--- config.mk ---
export PLATFORM = sky130hd
export DESIGN_NAME = gnn_0_example_load_sched
export DESIGN_NICKNAME = d
export VERILOG_FILES = /design/src/rtl/gnn_0_example_load_sched_pkg.sv /design/src/rtl/gnn_0_example_load_inst_dec.sv /design/src/rtl/gnn_0_example_load_sched.sv
export SDC_FILE = /design/constraint.sdc
export NUM_CORES = 1
export LEC_CHECK = 0
export CAP_MARGIN = 10
export CORE_AREA = 5 5 506 508
export DETAILED_ROUTE_END_ITERATION = 10
export DIE_AREA = 0 0 511 513
export PLACE_DENSITY = 0.31
export SLEW_MARGIN = 20
export SYNTH_ARGS = -nofsm -noshare
export SYNTH_HDL_FRONTEND = slang
export SYNTH_HIERARCHICAL = 1
export SYNTH_SLANG_ARGS = --single-unit
--- constraint.sdc ---
create_clock -name kernel_clk -period 6.6 [get_ports kernel_clk]
set_clock_uncertainty 0.1 [all_clocks]
set_input_delay 0.66 -clock kernel_clk [delete_from_list [all_inputs] [get_ports kernel_clk]]
set_output_delay 0.66 -clock kernel_clk [all_outputs]
set_load 0.005 [all_outputs]
--- src/rtl/gnn_0_example_load_sched_pkg.sv ---
// Shared constants, instruction field map and FSM encoding for the LOAD sequencer.
package gnn_0_example_load_sched_pkg;

    localparam int LOAD_INST_LENGTH   = 96;
    localparam int C_M_AXI_ADDR_WIDTH = 64;
    localparam int C_M_AXI_DATA_WIDTH = 512;
    localparam int C_XFER_SIZE_WIDTH  = 32;
    localparam int BUF_ADDR_WIDTH     = 11;
    localparam int MAX_CHUNK_LINES    = 16;
    localparam int CNT_WIDTH          = 17;
    localparam int LINE_BYTES_LOG2    = 6;

    localparam logic [5:0]           LOAD_OP       = 6'd1;
    localparam logic [CNT_WIDTH-1:0] MAX_CHUNK_CNT = 17'd16;

    localparam int OPCODE_LSB    = 0;
    localparam int OPCODE_MSB    = 5;
    localparam int LINE_OFF_LSB  = 16;
    localparam int LINE_OFF_MSB  = 31;
    localparam int BUF_START_LSB = 32;
    localparam int BUF_START_MSB = 47;
    localparam int LINE_CNT_LSB  = 48;
    localparam int LINE_CNT_MSB  = 63;
    localparam int BYTE_CNT_LSB  = 80;
    localparam int BYTE_CNT_MSB  = 95;

    localparam logic [2:0] ST_IDLE   = 3'd0;
    localparam logic [2:0] ST_DECODE = 3'd1;
    localparam logic [2:0] ST_ISSUE  = 3'd2;
    localparam logic [2:0] ST_XFER   = 3'd3;
    localparam logic [2:0] ST_DONE   = 3'd4;

    typedef struct packed {
        logic [15:0]               line_off;
        logic [BUF_ADDR_WIDTH-1:0] buf_start;
        logic [15:0]               line_cnt;
    } load_fields_t;

    function automatic logic [CNT_WIDTH-1:0] chunk_lines(input logic [CNT_WIDTH-1:0] remaining);
        if (remaining > MAX_CHUNK_CNT) begin
            chunk_lines = MAX_CHUNK_CNT;
        end else begin
            chunk_lines = remaining;
        end
    endfunction

endpackage

--- src/rtl/gnn_0_example_load_inst_dec.sv ---
// Combinational LOAD instruction slicer; flags whether the instruction moves any lines.
module gnn_0_example_load_inst_dec
    import gnn_0_example_load_sched_pkg::*;
(
    input  logic [LOAD_INST_LENGTH-1:0] instruction,
    output load_fields_t                fields,
    output logic                        has_work
);

    logic [5:0] opcode_s;
    logic       unused_bits_s;

    // Field extraction; reserved bits and the byte count carry no meaning here.
    always_comb begin
        opcode_s         = instruction[OPCODE_MSB:OPCODE_LSB];
        fields.line_off  = instruction[LINE_OFF_MSB:LINE_OFF_LSB];
        fields.buf_start = instruction[BUF_START_LSB+BUF_ADDR_WIDTH-1:BUF_START_LSB];
        fields.line_cnt  = instruction[LINE_CNT_MSB:LINE_CNT_LSB];
        has_work         = (opcode_s == LOAD_OP) && (fields.line_cnt != 16'd0);
        unused_bits_s    = ^{instruction[15:6],
                             instruction[BUF_START_MSB:BUF_START_LSB+BUF_ADDR_WIDTH],
                             instruction[79:64],
                             instruction[BYTE_CNT_MSB:BYTE_CNT_LSB]};
    end

endmodule

--- src/rtl/gnn_0_example_load_sched.sv ---
// LOAD sequencer: splits an instruction into DRAM read chunks and steers returned
// beats into consecutive on-chip buffer lines.
module gnn_0_example_load_sched
    import gnn_0_example_load_sched_pkg::*;
(
    input  logic                          kernel_clk,
    input  logic                          kernel_rst_n,
    input  logic                          ap_start,
    output logic                          ap_ready,
    output logic                          ap_done,
    input  logic [C_M_AXI_ADDR_WIDTH-1:0] ctrl_addr_offset,
    input  logic [LOAD_INST_LENGTH-1:0]   ctrl_instruction,
    output logic [C_M_AXI_ADDR_WIDTH-1:0] dram_xfer_start_addr,
    output logic [C_XFER_SIZE_WIDTH-1:0]  dram_xfer_size_in_bytes,
    output logic                          read_start,
    input  logic                          read_done,
    input  logic                          data_tvalid,
    output logic                          data_tready,
    input  logic                          data_tlast,
    input  logic [C_M_AXI_DATA_WIDTH-1:0] data_tdata,
    output logic                          load_write_buffer_valid,
    output logic [BUF_ADDR_WIDTH-1:0]     load_write_buffer_addr,
    output logic [C_M_AXI_DATA_WIDTH-1:0] load_write_buffer_data
);

    load_fields_t                  dec_fields_s;
    logic                          dec_has_work_s;

    logic [2:0]                    state_r;
    logic                          ap_ready_r;
    logic                          ap_done_r;
    logic                          read_start_r;
    logic [C_M_AXI_ADDR_WIDTH-1:0] xfer_addr_r;
    logic [C_XFER_SIZE_WIDTH-1:0]  xfer_size_r;
    logic [C_M_AXI_ADDR_WIDTH-1:0] base_r;
    logic [15:0]                   line_cnt_r;
    logic [BUF_ADDR_WIDTH-1:0]     buf_start_r;
    logic                          has_work_r;
    logic [BUF_ADDR_WIDTH-1:0]     buf_ptr_r;
    logic [CNT_WIDTH-1:0]          remaining_r;
    logic [CNT_WIDTH-1:0]          chunk_r;
    logic [CNT_WIDTH-1:0]          beats_r;
    logic                          done_flag_r;

    logic                          tready_s;
    logic                          beat_accept_s;
    logic [CNT_WIDTH-1:0]          beats_next_s;
    logic                          chunk_done_s;
    logic [CNT_WIDTH-1:0]          issue_chunk_s;
    logic [CNT_WIDTH-1:0]          remaining_next_s;
    logic [C_M_AXI_ADDR_WIDTH-1:0] chunk_bytes_s;
    logic [C_M_AXI_ADDR_WIDTH-1:0] line_off_bytes_s;
    logic                          unused_tlast_s;

    gnn_0_example_load_inst_dec u_inst_dec (
        .instruction (ctrl_instruction),
        .fields      (dec_fields_s),
        .has_work    (dec_has_work_s)
    );

    // Beat acceptance and chunk completion; read_done and the accepting beat
    // count in the same cycle so completion needs no extra turnaround.
    always_comb begin
        if ((state_r == ST_XFER) && (beats_r < chunk_r)) begin
            tready_s = 1'b1;
        end else begin
            tready_s = 1'b0;
        end
        beat_accept_s    = data_tvalid && tready_s;
        beats_next_s     = beats_r + {16'd0, beat_accept_s};
        chunk_done_s     = (state_r == ST_XFER) && (beats_next_s == chunk_r)
                           && (done_flag_r || read_done);
        issue_chunk_s    = chunk_lines(remaining_r);
        remaining_next_s = remaining_r - chunk_r;
        chunk_bytes_s    = {41'd0, chunk_r, 6'd0};
        line_off_bytes_s = {42'd0, dec_fields_s.line_off, 6'd0};
        unused_tlast_s   = data_tlast;
    end

    // Buffer write port: pass-through of the accepted beat, zero otherwise.
    always_comb begin
        load_write_buffer_valid = beat_accept_s;
        if (beat_accept_s) begin
            load_write_buffer_addr = buf_ptr_r;
            load_write_buffer_data = data_tdata;
        end else begin
            load_write_buffer_addr = 11'd0;
            load_write_buffer_data = {C_M_AXI_DATA_WIDTH{1'b0}};
        end
    end

    // Sequencer FSM with its address, pointer and beat counters.
    always_ff @(posedge kernel_clk) begin
        if (!kernel_rst_n) begin
            state_r      <= ST_IDLE;
            ap_ready_r   <= 1'b1;
            ap_done_r    <= 1'b0;
            read_start_r <= 1'b0;
            xfer_addr_r  <= 64'd0;
            xfer_size_r  <= 32'd0;
            base_r       <= 64'd0;
            line_cnt_r   <= 16'd0;
            buf_start_r  <= 11'd0;
            has_work_r   <= 1'b0;
            buf_ptr_r    <= 11'd0;
            remaining_r  <= 17'd0;
            chunk_r      <= 17'd0;
            beats_r      <= 17'd0;
            done_flag_r  <= 1'b0;
        end else begin
            ap_done_r    <= 1'b0;
            read_start_r <= 1'b0;
            case (state_r)
                ST_IDLE: begin
                    if (ap_start && ap_ready_r) begin
                        base_r      <= ctrl_addr_offset + line_off_bytes_s;
                        line_cnt_r  <= dec_fields_s.line_cnt;
                        buf_start_r <= dec_fields_s.buf_start;
                        has_work_r  <= dec_has_work_s;
                        ap_ready_r  <= 1'b0;
                        state_r     <= ST_DECODE;
                    end
                end
                ST_DECODE: begin
                    if (has_work_r) begin
                        remaining_r <= {1'b0, line_cnt_r};
                        buf_ptr_r   <= buf_start_r;
                        state_r     <= ST_ISSUE;
                    end else begin
                        ap_done_r   <= 1'b1;
                        state_r     <= ST_DONE;
                    end
                end
                ST_ISSUE: begin
                    chunk_r      <= issue_chunk_s;
                    xfer_addr_r  <= base_r;
                    xfer_size_r  <= {9'd0, issue_chunk_s, 6'd0};
                    read_start_r <= 1'b1;
                    beats_r      <= 17'd0;
                    done_flag_r  <= 1'b0;
                    state_r      <= ST_XFER;
                end
                ST_XFER: begin
                    beats_r <= beats_next_s;
                    if (beat_accept_s) begin
                        buf_ptr_r <= buf_ptr_r + 11'd1;
                    end
                    if (chunk_done_s) begin
                        base_r      <= base_r + chunk_bytes_s;
                        remaining_r <= remaining_next_s;
                        done_flag_r <= 1'b0;
                        if (remaining_next_s != 17'd0) begin
                            state_r <= ST_ISSUE;
                        end else begin
                            ap_done_r <= 1'b1;
                            state_r   <= ST_DONE;
                        end
                    end else if (read_done) begin
                        done_flag_r <= 1'b1;
                    end
                end
                ST_DONE: begin
                    ap_ready_r <= 1'b1;
                    state_r    <= ST_IDLE;
                end
                default: begin
                    ap_ready_r <= 1'b1;
                    state_r    <= ST_IDLE;
                end
            endcase
        end
    end

    assign ap_ready                = ap_ready_r;
    assign ap_done                 = ap_done_r;
    assign read_start              = read_start_r;
    assign dram_xfer_start_addr    = xfer_addr_r;
    assign dram_xfer_size_in_bytes = xfer_size_r;
    assign data_tready             = tready_s;

endmodule

==> summary.md <==
| Metric | Value |
|---|---|
| Final hold violations | `0` |
| Launch point of the worst reg-to-reg path | `dram_xfer_size_in_bytes[14]$_SDFFE_PN0P_` |
| Cells after Synth | `around 2500` |
| Placed Cells | `approximately 7000` |
| WL/cell | `about 43 um` |
| Height of the chip | `just over 500 um` |
| Clk slew on worst S/H paths | `0.06 ns` |
| Via density | `3.572` |
| Setup Viol. Count Final | `0` |
| Crit-path slowest cell | `clkdlybuf4s50_1` |
| Kind of critical path | `register to output pin` |
| Met2 GRT Util | `approximately two fifths` |
| Fillcell total | `28680` |
| FP Rows | `184` |
| Worst setup EP type | `output pin` |
| Tot Pwr | `4.493 mW` |
| Status | `complete, no violations` |
| Flops & latches, synth | `225` |
| EDFF count, synth | `0` |
| Top cell type's share of synthesized area | `24.88%` |
| Post-CTS setup buffer count | `0` |
| Share of layout cells above drive strength 1 | `approximately 4.0%` |
| Initial antenna violation count | `~360` |
| Cell taking the most area after synthesis | `dfxtp_1` |
| Worst path bufs/invs | `4` |
| Met1 Use GR | `between 20% and 30%` |
| Top cells by area, synth | `dfxtp_1 25%, and2_1 18%, nand2_1 7.1%` |
| IO buf count | `1238` |
| Pwr Density | `126.6 nW/um^2` |
| Syn avg cell area | `around 7 sq um` |
| Tmin final | `6.056 ns` |
| First-pass GRT wire length | `359800 um` |
| CTS buffer count | `36` |
| Worst Hold Depth | `2` |
| TritonCTS clock tree | `yes` |
| Max VDD drop | `0.1342 mV` |
| CP Launch Type | `register` |
| CP delay by family, top | `buffers and inverters` |
| Leak | `roughly 12 nW` |
| Multi-input combinational cell area | `12370 sq um` |
| Clock buffer depth | `3` |
| CP required | `~5.8 ns` |
| Met3 usage | `14.55%` |
| Post-route cell area | `35490 sq um` |
| Worst reg2reg path endpoint | `base_r[43]$_SDFFE_PN0P_` |
| FF+latch area | `4504 sq um` |
| I/O Pins | `1302` |
| Initial Util | `7.220%` |
| Slew @ Worst Pin | `1.132 ns` |
| R2R depth | `19` |
| ANT nets after route | `0` |
| CP cell instances | `inv_1 > ha_1 > and4_1 > a211oi_1 > nand2_1 > a31oi_1 > o22ai_1 > nor2_4 > buf_6 > buf_4 > and2_1 > clkdlybuf4s50_1` |
| Clock Latency Late Sink | `0.58 ns` |
| Max-cap violation count | `0` |
| CP Data Arrival Time | `5.30 ns` |
| Global route hottest layer | `met2` |
| FF-to-FF setup slack | `around 0.84 ns` |
| Seq/Total Area, Yosys | `24.88%` |
| GP Congestion | `~0.95` |
| Setup TNS | `0 ns` |
| Total clock sinks | `roughly 230` |
| Final Cycle Share | `91.76%` |
| Root buffer cell | `clkbuf_16` |
| Max Slew Vio Count | `0` |
| Fin util | `14.16%` |
| Dpl hpwl | `282200 um` |
| Max Clk Rate | `0.1651 GHz` |
| Core area | `250700 sq um` |
| Synth unique cells | `82` |
| Place WS | `approximately 0.8 ns` |
| Final wirelength | `just over 300000 um` |
| Async set-reset flop share out of synthesis | `0%` |
| Synth Flop Type | `dfxtp_1` |
| Syn. warnings | `6` |
| Grt total ovfl | `0` |
| Iter 0 DRT Violations | `1732` |
| Mapped Area | `roughly 18000 sq um` |
| Drt pass-1 iters | `7` |
| Die footprint | `262100 sq um` |
| Placed instance area | `33970 sq um` |
| CP peak stage delay | `0.87 ns` |
| Hold_sp | `dram_xfer_start_addr[55]$_SDFFE_PN0P_` |
| Hold Crit Class | `register to register` |
| Via count | `between 20000 and 30000` |
| Die width | `511 um` |
| Worst-path maximum fanout | `102` |
| Vias in the first global route | `23850` |
| Hold endpoint | `dram_xfer_start_addr[55]$_SDFFE_PN0P_` |
| RSZ-0062 raised after global routing | `no` |
| Global-route usage over all layers | `22.21%` |
| DRC | `0` |
| WHS | `0.3550 ns` |
| Final WS setup | `0.5435 ns` |
| Final nets | `4386` |
| H-Tree Depth | `2` |
| Area growth from synthesis to layout | `96.05%` |
| # hold bufs at CTS | `0` |
| Fin cells | `7089` |
| Rel. slew slack | `24.27%` |
| Largest net degree at the start of global routing | `249` |
[Yosys cell counts, types with 6 or more instances]
master and count:
a21boi_0 7, and3_1 28, nand2_1 341, and2_1 532, ha_1 69, or3_1 10
nand2b_1 7, nor2_1 126, or4_1 6, mux2i_1 13, nand4_1 26, nor3_1 60
a211oi_1 35, xnor2_1 55, a311oi_1 7, buf_2 13, and4_1 7, a31oi_1 24
o31ai_1 15, o21a_1 19, o31a_1 7, clkbuf_1 144, buf_4 65, a21o_1 23
buf_1 8, o211ai_1 25, a21oi_1 223, or2_2 6, inv_1 48, xor2_1 40
o2111ai_1 6, o21ai_0 91, nand3_1 77, dfxtp_1 225, nor2b_1 16, nor4_1 30
[worst max path at each step]
stage,start,to,slack [ns],cells after the start
after floorplan,dram_xfer_size_in_bytes[7]$_SDFFE_PN0P_,base_r[52]$_SDFFE_PN0P_,1.51,23
after global placement,dram_xfer_size_in_bytes[14]$_SDFFE_PN0P_,base_r[43]$_SDFFE_PN0P_,0.74,19
after detailed placement,dram_xfer_size_in_bytes[14]$_SDFFE_PN0P_,base_r[37]$_SDFFE_PN0P_,0.80,19
after CTS,dram_xfer_size_in_bytes[14]$_SDFFE_PN0P_,load_write_buffer_data[347],0.21,12
after global routing,dram_xfer_size_in_bytes[14]$_SDFFE_PN0P_,load_write_buffer_data[447],0.15,13
final,dram_xfer_size_in_bytes[14]$_SDFFE_PN0P_,load_write_buffer_data[320],0.54,12
[worst min-delay path, stage by stage, from the launching register on]
cell and delay, ns:
dfxtp_1 0.31, nand2_1 0.05, a21oi_1 0.05
[registers in the layout (all words and copies together), names as in the netlist]
name and flops:
has_work_r 1, beats_r 17, dram_xfer_start_addr 64, buf_start_r 11
buf_ptr_r 11, ap_ready 1, read_start 1, ap_done 1
dram_xfer_size_in_bytes 17, state_r 3, done_flag_r 1, remaining_r 17
base_r 64, line_cnt_r 16
[placed cells by master (no fill, tap or decap), drive strengths merged, types with 40 or more instances in the layout]
cell type and n:
and2 532, clkbuf 50, a21oi 223, buf 46, ha 69, diode 78
nand3 78, nor3 60, clkdlybuf4s50 1234, nand2 341, xor2 40, o21ai 94
inv 48, xnor2 56, nor2 126, dfxtp 225
[metal layers]
| layer | wire length, um | part of all wire, % |
|---|---|---|
| met1 | 102100 | 33 |
| met2 | 150800 | 49 |
| met3 | 44450 | 15 |
| met4 | 6543 | 2.1 |
| met5 | 1679 | 0.55 |
[kinds of logic after synthesis]
family          share of synthesized area [%]
compound gates                          18.77
fa+ha+maj                               5.101
flops                                   24.88
mux                                    0.7188
other cells                           0.02072
buf+inv                                 7.389
xor+xnor                                4.686
simple gates                            38.44
[layout make-up]
type	instances	share of cell area, %
clock inverter	15	0.4900
sequential	225	12.69
tap	3348	11.80
inverter	48	0.5218
timing repair buffer	1280	35.94
clock buffer	50	3.145
multi-input combinational	2045	34.86
antenna	78	0.5500
[power by group]
| group | internal, mW | leakage, nW | total, mW | switching (mW) |
|---|---|---|---|---|
| logic | 0.455 | 9.51 | 0.866 | 0.411 |
| registers | 1.41 | 1.83 | 1.47 | 0.0621 |
| clock network | 1.30 | 0.640 | 2.15 | 0.855 |
[timing repair]
action / CTS / global route
endpoints found under the hold margin: 0 / 0
endpoints found under the setup margin: 0 / 9
resized for setup: 0 / 1
No activity file was read; power rests on OpenSTA's default activity.
